$ cat src/rtl/apb_irq_ctrl_pkg.sv
// Shared register map, event-index type and LOST counter width for apb_irq_ctrl.
package apb_irq_ctrl_pkg;

    localparam logic [2:0] REG_PENDING = 3'd0;
    localparam logic [2:0] REG_MASK    = 3'd1;
    localparam logic [2:0] REG_SET     = 3'd2;
    localparam logic [2:0] REG_ID      = 3'd3;
    localparam logic [2:0] REG_LOST    = 3'd4;

    localparam int LOST_W = 16;

    typedef logic [4:0] evt_idx_t;

endpackage

$ cat src/rtl/irq_prio_enc.sv
// Lowest-index-first priority encoder over the enabled pending vector; purely combinational.
module irq_prio_enc
    import apb_irq_ctrl_pkg::*;
#(
    parameter int NUM_EVENTS = 8
) (
    input  logic [NUM_EVENTS-1:0] i_vec,
    output evt_idx_t              o_idx,
    output logic                  o_vld
);

    // Scan downwards so the last hit, the lowest set index, is the one kept.
    always_comb begin
        o_idx = '0;
        for (int i = NUM_EVENTS - 1; i >= 0; i--) begin
            if (i_vec[i]) o_idx = 5'(i);
        end
    end

    assign o_vld = |i_vec;

endmodule

$ cat src/rtl/apb_irq_ctrl.sv
// APB interrupt controller: edge-captured pending bits, mask, lowest-index ID, zero-wait-state APB.
// Defining IRQ_LOST_COUNT_EN adds a saturating 16-bit counter of edges coalesced into a pending bit.
module apb_irq_ctrl
    import apb_irq_ctrl_pkg::*;
#(
    parameter int APB_ADDR_WIDTH = 12,
    parameter int NUM_EVENTS     = 8
) (
    input  logic                      HCLK,
    input  logic                      HRESET,
    input  logic [APB_ADDR_WIDTH-1:0] PADDR,
    input  logic [31:0]               PWDATA,
    input  logic                      PWRITE,
    input  logic                      PSEL,
    input  logic                      PENABLE,
    output logic [31:0]               PRDATA,
    output logic                      PREADY,
    output logic                      PSLVERR,
    input  logic [NUM_EVENTS-1:0]     event_i,
    input  logic                      irq_ack_i,
    input  logic [4:0]                irq_ack_id_i,
    output logic                      irq_o,
    output logic [4:0]                irq_id_o
);

    logic [NUM_EVENTS-1:0] r_event_q;
    logic [NUM_EVENTS-1:0] r_pending;
    logic [NUM_EVENTS-1:0] r_mask;
    logic                  r_armed;

    logic                  w_wr;
    logic                  w_rd;
    logic [2:0]            w_idx;
    logic [NUM_EVENTS-1:0] w_wdat;
    logic [NUM_EVENTS-1:0] w_edge;
    logic [31:0]           w_ack_oh32;
    logic [NUM_EVENTS-1:0] w_ack_oh;
    logic [NUM_EVENTS-1:0] w_set;
    logic [NUM_EVENTS-1:0] w_clr;
    logic [NUM_EVENTS-1:0] w_pending_nxt;
    logic [NUM_EVENTS-1:0] w_active;
    evt_idx_t              w_id;
    logic                  w_vld;
    logic                  w_unused;

    assign PREADY  = 1'b1;
    assign PSLVERR = 1'b0;

    assign w_wr   = PSEL & PENABLE & PWRITE;
    assign w_rd   = PSEL & PENABLE & ~PWRITE;
    assign w_idx  = PADDR[4:2];
    assign w_wdat = PWDATA[NUM_EVENTS-1:0];

    // r_armed masks the first cycle after reset so a source held high through release is not an edge.
    assign w_edge = event_i & ~r_event_q & {NUM_EVENTS{r_armed}};

    // Out-of-range ack ids shift past the implemented bits and are dropped by the slice.
    assign w_ack_oh32 = irq_ack_i ? (32'd1 << irq_ack_id_i) : 32'd0;
    assign w_ack_oh   = w_ack_oh32[NUM_EVENTS-1:0];

    assign w_set = w_edge   | ((w_wr && w_idx == REG_SET)     ? w_wdat : '0);
    assign w_clr = w_ack_oh | ((w_wr && w_idx == REG_PENDING) ? w_wdat : '0);
    assign w_pending_nxt = (r_pending & ~w_clr) | w_set;
    assign w_active      = r_pending & r_mask;

    assign w_unused = ^{PADDR, PWDATA, w_ack_oh32};

    irq_prio_enc #(
        .NUM_EVENTS (NUM_EVENTS)
    ) u_prio_enc (
        .i_vec (w_active),
        .o_idx (w_id),
        .o_vld (w_vld)
    );

    assign irq_o    = w_vld;
    assign irq_id_o = w_id;

    always_ff @(posedge HCLK) begin
        if (HRESET) begin
            r_event_q <= '0;
            r_pending <= '0;
            r_mask    <= '0;
            r_armed   <= 1'b0;
        end else begin
            r_event_q <= event_i;
            r_pending <= w_pending_nxt;
            r_armed   <= 1'b1;
            if (w_wr && w_idx == REG_MASK) r_mask <= w_wdat;
        end
    end

`ifdef IRQ_LOST_COUNT_EN
    logic [LOST_W-1:0]     r_lost;
    logic [NUM_EVENTS-1:0] w_coal;
    logic [5:0]            w_lost_inc;
    logic [LOST_W:0]       w_lost_sum;

    // An edge on a bit that is pending and not being cleared this cycle is absorbed.
    assign w_coal = w_edge & r_pending & ~w_clr;

    always_comb begin
        w_lost_inc = '0;
        for (int i = 0; i < NUM_EVENTS; i++) begin
            w_lost_inc = w_lost_inc + 6'(w_coal[i]);
        end
    end

    assign w_lost_sum = {1'b0, r_lost} + (LOST_W + 1)'(w_lost_inc);

    always_ff @(posedge HCLK) begin
        if (HRESET) begin
            r_lost <= '0;
        end else if (w_wr && w_idx == REG_LOST) begin
            r_lost <= '0;
        end else if (w_lost_sum[LOST_W]) begin
            r_lost <= '1;
        end else begin
            r_lost <= w_lost_sum[LOST_W-1:0];
        end
    end
`endif

    always_comb begin
        PRDATA = '0;
        if (w_rd) begin
            case (w_idx)
                REG_PENDING: PRDATA = 32'(r_pending);
                REG_MASK:    PRDATA = 32'(r_mask);
                REG_ID:      PRDATA = {w_vld, 26'd0, w_id};
`ifdef IRQ_LOST_COUNT_EN
                REG_LOST:    PRDATA = 32'(r_lost);
`endif
                default:     PRDATA = '0;
            endcase
        end
    end

endmodule

$ cat config.mk
export PLATFORM = sky130hd
export DESIGN_NAME = apb_irq_ctrl
export DESIGN_NICKNAME = d
export VERILOG_FILES = /design/src/rtl/apb_irq_ctrl_pkg.sv /design/src/rtl/irq_prio_enc.sv /design/src/rtl/apb_irq_ctrl.sv
export SDC_FILE = /design/constraint.sdc
export NUM_CORES = 1
export LEC_CHECK = 0
export CAP_MARGIN = 20
export CORE_MARGIN = 5
export CORE_UTILIZATION = 36
export CTS_CLUSTER_DIAMETER = 40
export DETAILED_ROUTE_END_ITERATION = 16
export PLACE_DENSITY = 0.87
export SYNTH_ARGS = -nofsm -noshare
export SYNTH_HDL_FRONTEND = slang
export SYNTH_SLANG_ARGS = --single-unit
$ cat constraint.sdc
create_clock -name HCLK -period 1.4 [get_ports HCLK]
set_input_delay 0.28 -clock HCLK [delete_from_list [all_inputs] [get_ports HCLK]]
set_output_delay 0.28 -clock HCLK [all_outputs]
set_load 0.02 [all_outputs]
Word level (Yosys, flattened, before mapping)
Cells that the tools add are included.
{"block": "word_totals", "regBits": 25, "latchBits": 0, "ramBits": 0, "rom_bits": 0, "in_bits": 63, "out_inout_bits": 40, "word_cells": 40, "mem_count": 0}
{"block": "classes", "addsub": 0, "n_mul": 0, "div": 0, "n_lt_le_gt_ge": 0, "n_eq_ne": 3, "n_shift": 1, "muxes": 14, "bitwise_logic": 13, "n_reduce_logical": 5}
{"operator": "32-bit case mux with 3 select lines", "n": 1}
{"operator": "8-bit bitwise AND", "n": 4}
{"operator": "32-bit 2-to-1 mux", "n": 1}
{"operator": "3-bit 2-to-1 mux", "n": 8}
{"operator": "8-bit 2-to-1 mux", "n": 3}
{"operator": "8-bit OR", "n": 3}
{"operator": "8-bit NOT", "n": 2}
{"operator": "8-bit OR reduction", "n": 1}
{"operator": "1-bit by 5-bit << shifter with 8-bit output, first input constant", "n": 1}
{"operator": "3-bit by 2-bit == test with 1-bit output, second input constant", "n": 2}
{"operator": "1-bit bitwise AND", "n": 3}
{"operator": "3-bit by 1-bit == test with 1-bit output, second input constant", "n": 1}
{"operator": "1-bit logical AND", "n": 3}
{"operator": "3-bit zero test", "n": 1}
{"operator": "1-bit 2-to-1 mux", "n": 1}
{"operator": "1-bit NOT", "n": 1}

Logic depth before layout (Yosys ltp)
Gate-level depths: netlist of the first run.
{"block": "logic_depth", "ltp_word": 11, "depth_mapped": 5, "depth_no_buf": 4}

By module
Synthesis of the first run repeated with hierarchy kept, for this count alone.
{"block": "hier_totals", "hier_cells": 199, "area_unflattened_um2": 1679.1}
{"mod": "apb_irq_ctrl", "n_inst": 1, "cells_each": 183, "area_per_inst_um2": 1579.0, "seq_area_each_um2": 500.5}
{"mod": "irq_prio_enc", "n_inst": 1, "cells_each": 16, "area_per_inst_um2": 100.1, "seq_area_each_um2": 0.0}

Worst setup path before layout of the first run
Ideal clock, no wire load.
{"block": "synth_path", "path_type": "flip-flop to output port", "start": "reg r_pending[0]", "end": "out PRDATA[2]", "arrival_ns": 1.249, "required_ns": 1.120, "setup_slack_ns": -0.129, "path_stages_with_launch": 4, "n_path_buf": 0, "cell_sequence": "dfxtp_1 -> a22oi_1 -> nand2_1 -> o32ai_1"}
{"block": "synth_via", "elab_chain_len": 4}
{"item": "from (decl)", "line_no": "apb_irq_ctrl.sv:27", "rtl": "logic [NUM_EVENTS-1:0] r_pending;"}
{"item": "from (signal assigned)", "line_no": "apb_irq_ctrl.sv:87", "rtl": "r_pending <= w_pending_nxt;"}
{"item": "8-bit bitwise AND", "line_no": "apb_irq_ctrl.sv:64", "rtl": "assign w_active = r_pending & r_mask;"}
{"item": "3-bit 2-to-1 mux", "line_no": "irq_prio_enc.sv:16", "rtl": "if (i_vec[i]) o_idx = 5'(i);"}
{"item": "32-bit case mux with 3 select lines", "line_no": "apb_irq_ctrl.sv:127", "rtl": "case (w_idx)"}
{"item": "32-bit 2-to-1 mux", "line_no": "apb_irq_ctrl.sv:126", "rtl": "if (w_rd) begin"}
{"item": "to (decl)", "line_no": "apb_irq_ctrl.sv:16", "rtl": "output logic [31:0] PRDATA,"}
No other way between the ends.

Final worst setup path of the first run
{"block": "layout_path", "start": "reg r_pending[2]", "end": "out PRDATA[2]"}
{"block": "layout_via", "elab_chain_len": 6}
{"item": "8-bit bitwise AND", "line_no": "apb_irq_ctrl.sv:64"}
{"item": "3-bit 2-to-1 mux (3 in a row)", "line_no": "irq_prio_enc.sv:16"}
{"item": "32-bit case mux with 3 select lines (*)", "line_no": "apb_irq_ctrl.sv:127"}
{"item": "32-bit 2-to-1 mux (*)", "line_no": "apb_irq_ctrl.sv:126"}
Every way passes the cells marked *; elsewhere a longest branch is shown, timed or not.

==> results by group, run 1 <==
Power
  • P_int: 1.15 mW
  • P per Cell Area: 644 nW/um^2
  • Logic gate share of total power: 0.247
  • Leak pwr: 1.09 nW
  • PnR Total Power: 1.60 mW
  • Clk network pwr share: 0.272
  • Worst VDD drop: 0.296 mV
  • P_sw: 0.456 mW
  • Switching Share: 0.284
  • Seq pwr share: 0.481

Cells and area
  • Ant diodes: 0
  • Finished Core Util: 0.610
  • Fill cells: 352
  • Layout Cells excl Fill: 305
  • Layout cell share with drive strength beyond 1: 0.424
  • Final net count: 319
  • P&R area growth vs syn: 61.1%

Clock tree
  • CTS buffer count: 3
  • H-tree levels: 1
  • Num Clock Sinks: 25
  • Clk buf depth: 2
  • Clock-pin slew on the worst setup and hold paths: 0.09 ns
  • Clock Tree Root: clkbuf_8
  • Clk_lat worst skew: 0.28 ns
  • CTS tree: yes
  • Cts hold-fix bufs: 0

STA
  • Max frequency: 582 MHz
  • Tmin final: 1.72 ns
  • Sum Neg Setup Slack: -1.89 ns
  • Clk_skew: 0.00112 ns
  • Hold slack: 0.319 ns
  • RSZ-0062 raised after global routing: true
  • Tcrit/Tclk final: 1.23
  • Slew Limit Fails: 0
  • Slack of the critical path: -0.318 ns
  • Endpoints failing hold: 0
  • # setup viols final: 8

Place
  • Count of buffers from port buffering: 42
  • Dpl cells: 291
  • GP Congestion: 0.808
  • Dpl hpwl: 3360 um

Die
  • Initial Util: 0.378
  • Num rows: 23
  • # IOs: 103
  • Core area: 4090 um^2
  • Die width: 75.5 um
  • Die ar.: 5710 um^2
  • Die height: 75.5 um

Route
  • DRC errors left: 0
  • Routed Antenna Nets: 0
  • Initial DRC Count: 54
  • Drt pass-1 iters: 4
  • Vias per std cell: 4.79
  • Routed len/inst: 13.9 um
  • Final wirelength: 4230 um
  • DR vias: 1461

Synthesis
  • Seq cells post-synth: 25
  • Top-count cell post-synth: buf_4
  • EDFF count, synth: 0
  • Largest cells by area after synthesis: dfxtp_1, buf_4, mux2i_1, nor2b_1, nand2_1
  • Cell taking the most area after synthesis: dfxtp_1
  • Netlist cell types: 35
  • Synth cell count leaders: buf_4, dfxtp_1, nand2_1
  • Top FF cell, synth: dfxtp_1
  • Post-Syn Instances: 174
  • Share of the synthesized area in the top cell type: 0.324
  • Syn avg cell area: 8.89 um^2
  • Post-synthesis async set-or-reset flop share: 0
  • Register area share after synthesis: 0.324
  • Synth Cell Area: 1550 um^2
  • Yosys warning total: 0

Critical path
  • Critical path endpoint category: output port
  • CP most frequent cell: nand2_2
  • Slowest stage delay, CP: 0.33 ns
  • Worst EP arrival: 1.44 ns
  • Worst Path Required: 1.12 ns
  • Crit path max fanout: 2
  • Crit path max-delay cell type: dfxtp_2
  • Worst path depth: 6
  • Delay-heaviest family, CP: flip-flops
  • Reg2Reg Depth: 5
  • Number of buffers and inverters on the critical path: 2
  • CP Cell Sequence: buf_6 -> nand2_2 -> and2_4 -> nand2_2 -> o32ai_2 -> buf_4
  • Critical path class: reg -> out
  • Worst setup SP type: flip-flop

Hold path
  • Hold Crit Class: in -> reg
  • Hold path cells: 2

Outcome
  • Status: complete, but fails checks
  • Failing checks: negative setup slack

Global route
  • Tot GR Track Use: 0.151
  • Gr ovfl total: 0
  • Largest net degree at the start of global routing: 15
  • Vias in the first global route: 1440
  • Initial antenna violation count: 0
  • First-pass GRT wire length: 6560 um

Run
  • Max-Cap Viols: 0
==> timing repair <==
action,in CTS,in global routing
setup endpoints to repair,29,19
endpoints found under the hold margin,0,0
buffers inserted,6,4
gates resized for setup,125,37
pin swaps,9,13
==> cells in the final DEF, fill, tap and decap left out, types with 2 or more instances in the layout <==
| master | synthesis | routed |
|---|---|---|
| nor2b_1 | 16 | 16 |
| clkdlybuf4s50_1 | 0 | 22 |
| inv_1 | 4 | 4 |
| buf_6 | 2 | 23 |
| dfxtp_4 | 0 | 2 |
| a41o_1 | 2 | 2 |
| nor3_4 | 1 | 2 |
| mux2i_4 | 0 | 3 |
| dfxtp_1 | 25 | 13 |
| buf_4 | 27 | 35 |
| and2_1 | 3 | 2 |
| clkbuf_8 | 0 | 3 |
| a32o_1 | 2 | 2 |
| nor2_4 | 0 | 4 |
| mux2i_1 | 16 | 13 |
| nand3_1 | 4 | 3 |
| nand2_1 | 19 | 14 |
| a221oi_1 | 6 | 6 |
| conb_1 | 2 | 27 |
| nand2_2 | 0 | 5 |
| a221o_1 | 6 | 6 |
| nor2_1 | 16 | 12 |
| dfxtp_2 | 0 | 10 |
==> metrics by stage <==
stage               worst slack [ns]  instance area (um^2)
detailed placement             -1.05                  2160
global placement              -0.993                  2160
floorplan                     0.0224                  1660
finish                        -0.318                  2490
global route                  -0.373                  2490
CTS                           -0.308                  2350
==> flip-flops by register name, indices dropped and copies added, names as in the netlist <==
register / count
r_event_q: 8
r_mask: 8
r_armed: 1
r_pending: 8
==> path summary, 6_finish.rpt <==
check | from | endpoint | slack, ns
max | r_pending[2] | PRDATA[2] | -0.32
min | HRESET | r_armed | 0.32
max reg2reg | r_pending[2] | r_pending[2] | 0.36
min reg2reg | r_event_q[3] | r_pending[3] | 0.56
==> final cells by class <==
cell class / instances / area, um^2 / area share
Multi-Input combinational cell: 137 / 1050 / 0.423
Clock inverter: 1 / 5.00 / 0.00201
Inverter: 5 / 18.8 / 0.00753
Clock buffer: 3 / 41.3 / 0.0166
Sequential cell: 25 / 520 / 0.209
Tap cell: 50 / 62.6 / 0.0251
Timing Repair Buffer: 84 / 788 / 0.316
==> cells by family after synthesis <==
kind of cell           synth area share
AND/OR/NAND/NOR                   0.249
buffers and inverters             0.167
AO/OA/AOI/OAI                     0.152
flip-flops                        0.324
multiplexers                      0.104
other                           0.00486
==> per-layer routing <==
layer  vias up  track usage  part of all wire
met3         5       0.0303             0.089
met2        65        0.260              0.50
met1       667        0.182              0.39
met4         0       0.0621             0.015
met5         -            0                 0
li1        724            -                 -
==> worst reg2reg max path: stages, from the launching register on <==
cell	delay (ns)
dfxtp_2	0.33
buf_6	0.11
buf_4	0.13
nand2_1	0.05
a221oi_1	0.04
a221o_1	0.27
==> power by group through the flow <==
stage / registers [mW] / logic (mW) / clock network, mW
floorplan: 0.780 / 0.223 / 0
global placement: 0.781 / 0.343 / 0
detailed placement: 0.782 / 0.352 / 0
CTS: 0.769 / 0.373 / 0.437
global route: 0.777 / 0.427 / 0.469
finish: 0.771 / 0.396 / 0.437
Note: power is estimated with default switching activity, not from simulation.
==> run 2, diff against run 1 <==
- CORE_ASPECT_RATIO: not set -> 1.1
==> results by group, run 2 (synthesis results as in run 1) <==
Power
  • Leak pwr: 1.11 nW (+1.6%)
  • P per Cell Area: 617 nW/um^2 (-4.2%)
  • Worst VDD drop: 0.448 mV (+52%)

Route
  • Final wirelength: 4310 um (+2.0%)
  • Initial DRC Count: 47 (-13%)
  • Vias per std cell: 4.73 (-1.2%)
  • Drt pass-1 iters: 4 (unchanged)
  • Routed Antenna Nets: 0 (unchanged)
  • DRC errors left: 0 (unchanged)
  • Routed len/inst: 13.9 um (+0.67%)
  • DR vias: 1462 (+0.068%)

Place
  • GP Congestion: 0.774 (-4.2%)
  • Setup WS pre-CTS: -1.12 ns (-0.0621 ns)
  • Dpl hpwl: 3220 um (-4.1%)
  • Count of buffers from port buffering: 42 (unchanged)
  • Dpl cells: 296 (+1.7%)
  • Placed inst area: 2170 um^2 (+0.58%)

STA
  • Slack of the critical path: -0.291 ns (+0.0270 ns)
  • Sum Neg Setup Slack: -2.01 ns (-0.115 ns)
  • Max frequency: 592 MHz (+1.6%)
  • Clk_skew: 0.00567 ns (+0.00455 ns)
  • Slew Limit Fails: 0 (unchanged)
  • Endpoints failing hold: 0 (unchanged)
  • Tmin final: 1.69 ns (-0.0270 ns)
  • # setup viols final: 9 (+1)
  • Tcrit/Tclk final: 1.21 (-0.0193)
  • RSZ-0062 raised after global routing: true

Clock tree
  • Cts hold-fix bufs: 0 (unchanged)
  • Clk_lat worst skew: 0.26 ns (-0.02 ns)
  • H-tree levels: 1 (unchanged)
  • Clock Tree Root: clkbuf_8
  • Num Clock Sinks: 25 (unchanged)
  • CTS tree: yes
  • Clock-pin slew on the worst setup and hold paths: 0.08 ns (about the same)
  • CTS buffer count: 3 (unchanged)
  • Clk buf depth: 2 (unchanged)

Global route
  • Largest net degree at the start of global routing: 14 (-1)
  • Vias in the first global route: 1414 (-1.8%)
  • Tot GR Track Use: 0.141 (-0.00947)
  • Gr ovfl total: 0 (unchanged)
  • Initial antenna violation count: 0 (unchanged)
  • First-pass GRT wire length: 6470 um (-1.4%)

Critical path
  • Setup crit end: PRDATA[2]
  • Reg2Reg Depth: 6 (+1)
  • Worst setup SP type: flip-flop
  • Worst Path Required: 1.12 ns (about the same)
  • Worst EP arrival: 1.41 ns (-0.03 ns)
  • Reg-to-reg startpoint: r_pending[2]
  • Critical path class: reg -> out
  • Reg-to-Reg End: r_pending[2]
  • Critical path endpoint category: output port
  • Crit path max fanout: 3 (+1)
  • Worst Setup SP: r_pending[2]
  • R2R Setup Slk: 0.24 ns (-0.12 ns)

Cells and area
  • Top Registers: r_event_q (8), r_mask (8), r_pending (8)
  • Register area: 520 um^2 (unchanged)
  • Layout Cells excl Fill: 309 (+1.3%)
  • Area of the multi-input gates: 1110 um^2 (+4.9%)
  • Commonest non-fill, non-tap cell in the layout: buf_4
  • P&R area growth vs syn: 67.0%
  • Ant diodes: 0 (unchanged)
  • Fill cells: 335 (-4.8%)
  • Most frequent cells in the layout: buf_4, conb_1, buf_6, clkdlybuf4s50_1, nor2b_1
  • Design area: 2580 um^2 (+3.7%)
  • Layout cell share with drive strength beyond 1: 0.459 (+0.0353)
  • Final net count: 319 (unchanged)

Die
  • Die height: 78.7 um (+4.2%)
  • Die width: 72.5 um (-4.0%)
  • Initial Util: 0.366 (-0.0122)
  • Num rows: 25 (+8.7%)
  • # IOs: 103 (unchanged)
  • Die ar.: 5710 um^2 (about the same)
  • Core area: 4220 um^2 (+3.3%)

Outcome
  • Status: complete, but fails checks
  • Failing checks: negative setup slack

Run
  • Max-Cap Viols: 0 (unchanged)

Hold path
  • Worst Min Path Start: HRESET
  • Hold Crit Class: in -> reg
==> run 2: cell types whose count changed in the layout (fill, tap and decap cells not counted), moves of 2 or more <==
cell,change
nand2_1,-2
clkdlybuf4s50_1,-2
inv_2,+2
buf_4,-5
inv_1,-2
mux2i_1,-2
mux2i_4,+2
buf_6,+3
nor2_1,-3
nor2_4,+2
dlymetal6s2s_1,+2
==> run 2: critical path, stage by stage, from the launching register on <==
cell and delay, ns:
dfxtp_2 0.34, buf_6 0.11, nand2_2 0.06, and2_4 0.15
nand2_4 0.06, o32ai_4 0.27, buf_6 0.16
==> run 2: area by class of cell <==
class / count / share of cell area
repair buffers: 84 / 0.319
well taps: 54 / 0.0262
multi-input cells: 137 / 0.428
flip-flops and latches: 25 / 0.202
clock buffers: 4 / 0.0174
inverters: 5 / 0.00727
==> run 2: stage by stage <==
step	utilization	hold slack, ns	power (mW)
floorplan	-	0.420	1.00
finish	0.612	0.500	1.59
global placement	0.514	0.504	1.12
CTS	0.569	0.517	1.57
detailed placement	0.514	0.530	1.13
global route	0.612	0.507	1.67
==> run 2: how the worst min path moves through the flow <==
| stage | to | depth (start not counted) | slack, ns |
|---|---|---|---|
| 2_1_floorplan | r_pending[0] | 1 | 0.42 |
| 3_3_place_gp | r_mask[2] | 2 | 0.50 |
| 3_5_place_dp | r_pending[6] | 1 | 0.53 |
| 4_1_cts | r_pending[6] | 1 | 0.52 |
| 5_1_grt | r_armed | 3 | 0.51 |
| 6_report | r_event_q[6] | 3 | 0.50 |
==> run 2: power breakdown <==
part	switching [mW]	leakage, nW	internal [mW]	total (mW)
clock	0.205	0.0228	0.203	0.408
combinational	0.198	0.875	0.210	0.409
sequential	0.0290	0.211	0.747	0.776
total	0.432	1.11	1.16	1.59
==> run 2: what timing repair did <==
item                                    4_1_cts  5_1_grt
buffers inserted                              4        5
pin swaps                                    16       10
endpoints found under the setup margin       29       20
endpoints found under the hold margin         0        0
gates resized for setup                     144       38
==> run 2: routing by layer <==
metal	vias up	part of all wire	routed length, um	global-route usage
li1	724	-	-	-
met1	679	0.38	1650	0.161
met2	54	0.54	2310	0.264
met3	5	0.072	312	0.0304
met4	0	0.0074	32	0.0332
met5	-	0	0	0
==> run 3, diff against run 2 <==
- MAX_ROUTING_LAYER: not set -> met4
==> results by group, run 3 (synthesis results as in run 1) <==
Global route
  • Met3 Usage GRT: 0.0266 (-0.00380)
  • Gr ovfl total: 0 (unchanged)
  • First-pass GRT wire length: 6470 um (unchanged)
  • Met1 usage: 0.160 (-0.000776)
  • Tot GR Track Use: 0.144 (+0.00322)
  • Largest net degree at the start of global routing: 14 (unchanged)
  • Vias in the first global route: 1417 (+0.21%)
  • Most Crowded Layer GR: met2
  • GR Util met2: 0.266 (+0.00182)
  • Initial antenna violation count: 0 (unchanged)

Clock tree
  • Cts hold-fix bufs: 0 (unchanged)
  • Clock Tree Root: clkbuf_8
  • CTS buffer count: 3 (unchanged)
  • Clk buf depth: 2 (unchanged)
  • H-tree levels: 1 (unchanged)
  • Clk_lat worst skew: 0.26 ns (about the same)
  • CTS tree: yes
  • Num Clock Sinks: 25 (unchanged)
  • Clock-pin slew on the worst setup and hold paths: 0.08 ns (about the same)

Die
  • # IOs: 103 (unchanged)
  • Initial Util: 0.366 (unchanged)
  • Num rows: 25 (unchanged)
  • Core area: 4220 um^2 (unchanged)
  • Die height: 78.7 um (unchanged)
  • Die ar.: 5710 um^2 (unchanged)
  • Die width: 72.5 um (unchanged)

Hold path
  • Worst Min Path Start: HRESET
  • Hold Crit Class: in -> reg

Route
  • DR vias: 1445 (-1.2%)
  • Initial DRC Count: 36 (-23%)
  • Routed len/inst: 13.7 um (-2.1%)
  • Drt pass-1 iters: 4 (unchanged)
  • DRC errors left: 0 (unchanged)
  • Vias per std cell: 4.69 (-0.84%)
  • Final wirelength: 4210 um (-2.4%)
  • Routed Antenna Nets: 0 (unchanged)

Power
  • Worst VDD drop: 0.448 mV (about the same)
  • PnR Total Power: 1.59 mW (-0.47%)
  • Leak pwr: 1.10 nW (-0.75%)
  • P per Cell Area: 618 nW/um^2 (+0.21%)

Place
  • GP Congestion: 0.785 (+1.4%)
  • Dpl hpwl: 3220 um (unchanged)
  • Setup WS pre-CTS: -1.12 ns (unchanged)
  • Count of buffers from port buffering: 42 (unchanged)
  • Placed inst area: 2170 um^2 (unchanged)

Critical path
  • Worst Setup SP: r_pending[0]
  • Reg-to-reg startpoint: r_pending[2]
  • Critical path class: reg -> out
  • Crit path max fanout: 5 (+2)
  • Critical path endpoint category: output port
  • Worst Path Required: 1.12 ns (about the same)
  • Worst setup SP type: flip-flop
  • Worst EP arrival: 1.41 ns (about the same)

STA
  • RSZ-0062 raised after global routing: true
  • Tmin final: 1.69 ns (-0.00369 ns)
  • Slew Limit Fails: 0 (unchanged)
  • Endpoints failing hold: 0 (unchanged)
  • # setup viols final: 8 (-1)
  • Slack of the critical path: -0.287 ns (+0.00369 ns)
  • Tcrit/Tclk final: 1.20 (-0.00264)
  • Clk_skew: 0.00499 ns (-0.000680 ns)
  • Max frequency: 593 MHz (+0.22%)

Run
  • Max-Cap Viols: 0 (unchanged)

Cells and area
  • Layout cell share with drive strength beyond 1: 0.449 (-0.0100)
  • Top Registers: r_event_q (8), r_mask (8), r_pending (8)
  • Final net count: 318 (-0.31%)
  • P&R area growth vs syn: 65.9%
  • Commonest non-fill, non-tap cell in the layout: buf_4
  • Ant diodes: 0 (unchanged)
  • Fill cells: 339 (+1.2%)
  • Most frequent cells in the layout: buf_4, conb_1, buf_6, clkdlybuf4s50_1, nor2b_1
  • Design area: 2560 um^2 (-0.68%)

Outcome
  • Status: complete, but fails checks
  • Failing checks: negative setup slack
-- run 3: final timing paths --
path / to / slack (ns) / cells after the start
worst max-delay path: PRDATA[31] / -0.29 / 5
worst min-delay path: r_event_q[6] / 0.49 / 3
worst max register to register: r_pending[2] / 0.24 / 6
worst min register to register: r_pending[6] / 0.52 / 1
-- run 3: per-layer routing --
layer  vias up  share of wire
li1        722              -
met1       666           0.39
met2        52           0.53
met3         5          0.069
met4         0         0.0074
met5         -              0
-- run 3: area by class of cell --
cell class | count | area [um^2] | share of cell area
Multi-Input combinational cell | 137 | 1100 | 0.430
Timing Repair Buffer | 83 | 813 | 0.317
Sequential cell | 25 | 517 | 0.201
Tap cell | 54 | 67.6 | 0.0263
Clock buffer | 4 | 45.0 | 0.0176
Inverter | 5 | 18.8 | 0.00732
-- run 3: metrics by stage --
stage	util	TNS, ns	hold WS (ns)	std cells
3_5_place_dp	0.514	-18.02	0.530	296
4_1_cts	0.569	-1.80	0.517	304
3_3_place_gp	0.514	-16.40	0.504	296
5_1_grt	0.607	-2.72	0.507	308
2_1_floorplan	-	0	0.420	199
6_report	0.607	-2.00	0.486	308
-- run 3: timing repair --
action | 4_1_cts | 5_1_grt
pin swaps | 16 | 10
endpoints found under the setup margin | 29 | 20
resized for setup | 144 | 34
buffers inserted | 4 | 4
-- run 3: worst max-delay path, cell delays in order, from the launching register on --
cell,delay (ns)
dfxtp_4,0.37
a22oi_2,0.26
buf_4,0.17
and2_1,0.13
a21oi_1,0.06
buf_4,0.16
-- run 3: report_power, final --
group	switching, mW	internal, mW	leakage (nW)
logic	0.196	0.206	0.867
registers	0.0292	0.748	0.210
clock network	0.204	0.203	0.0228
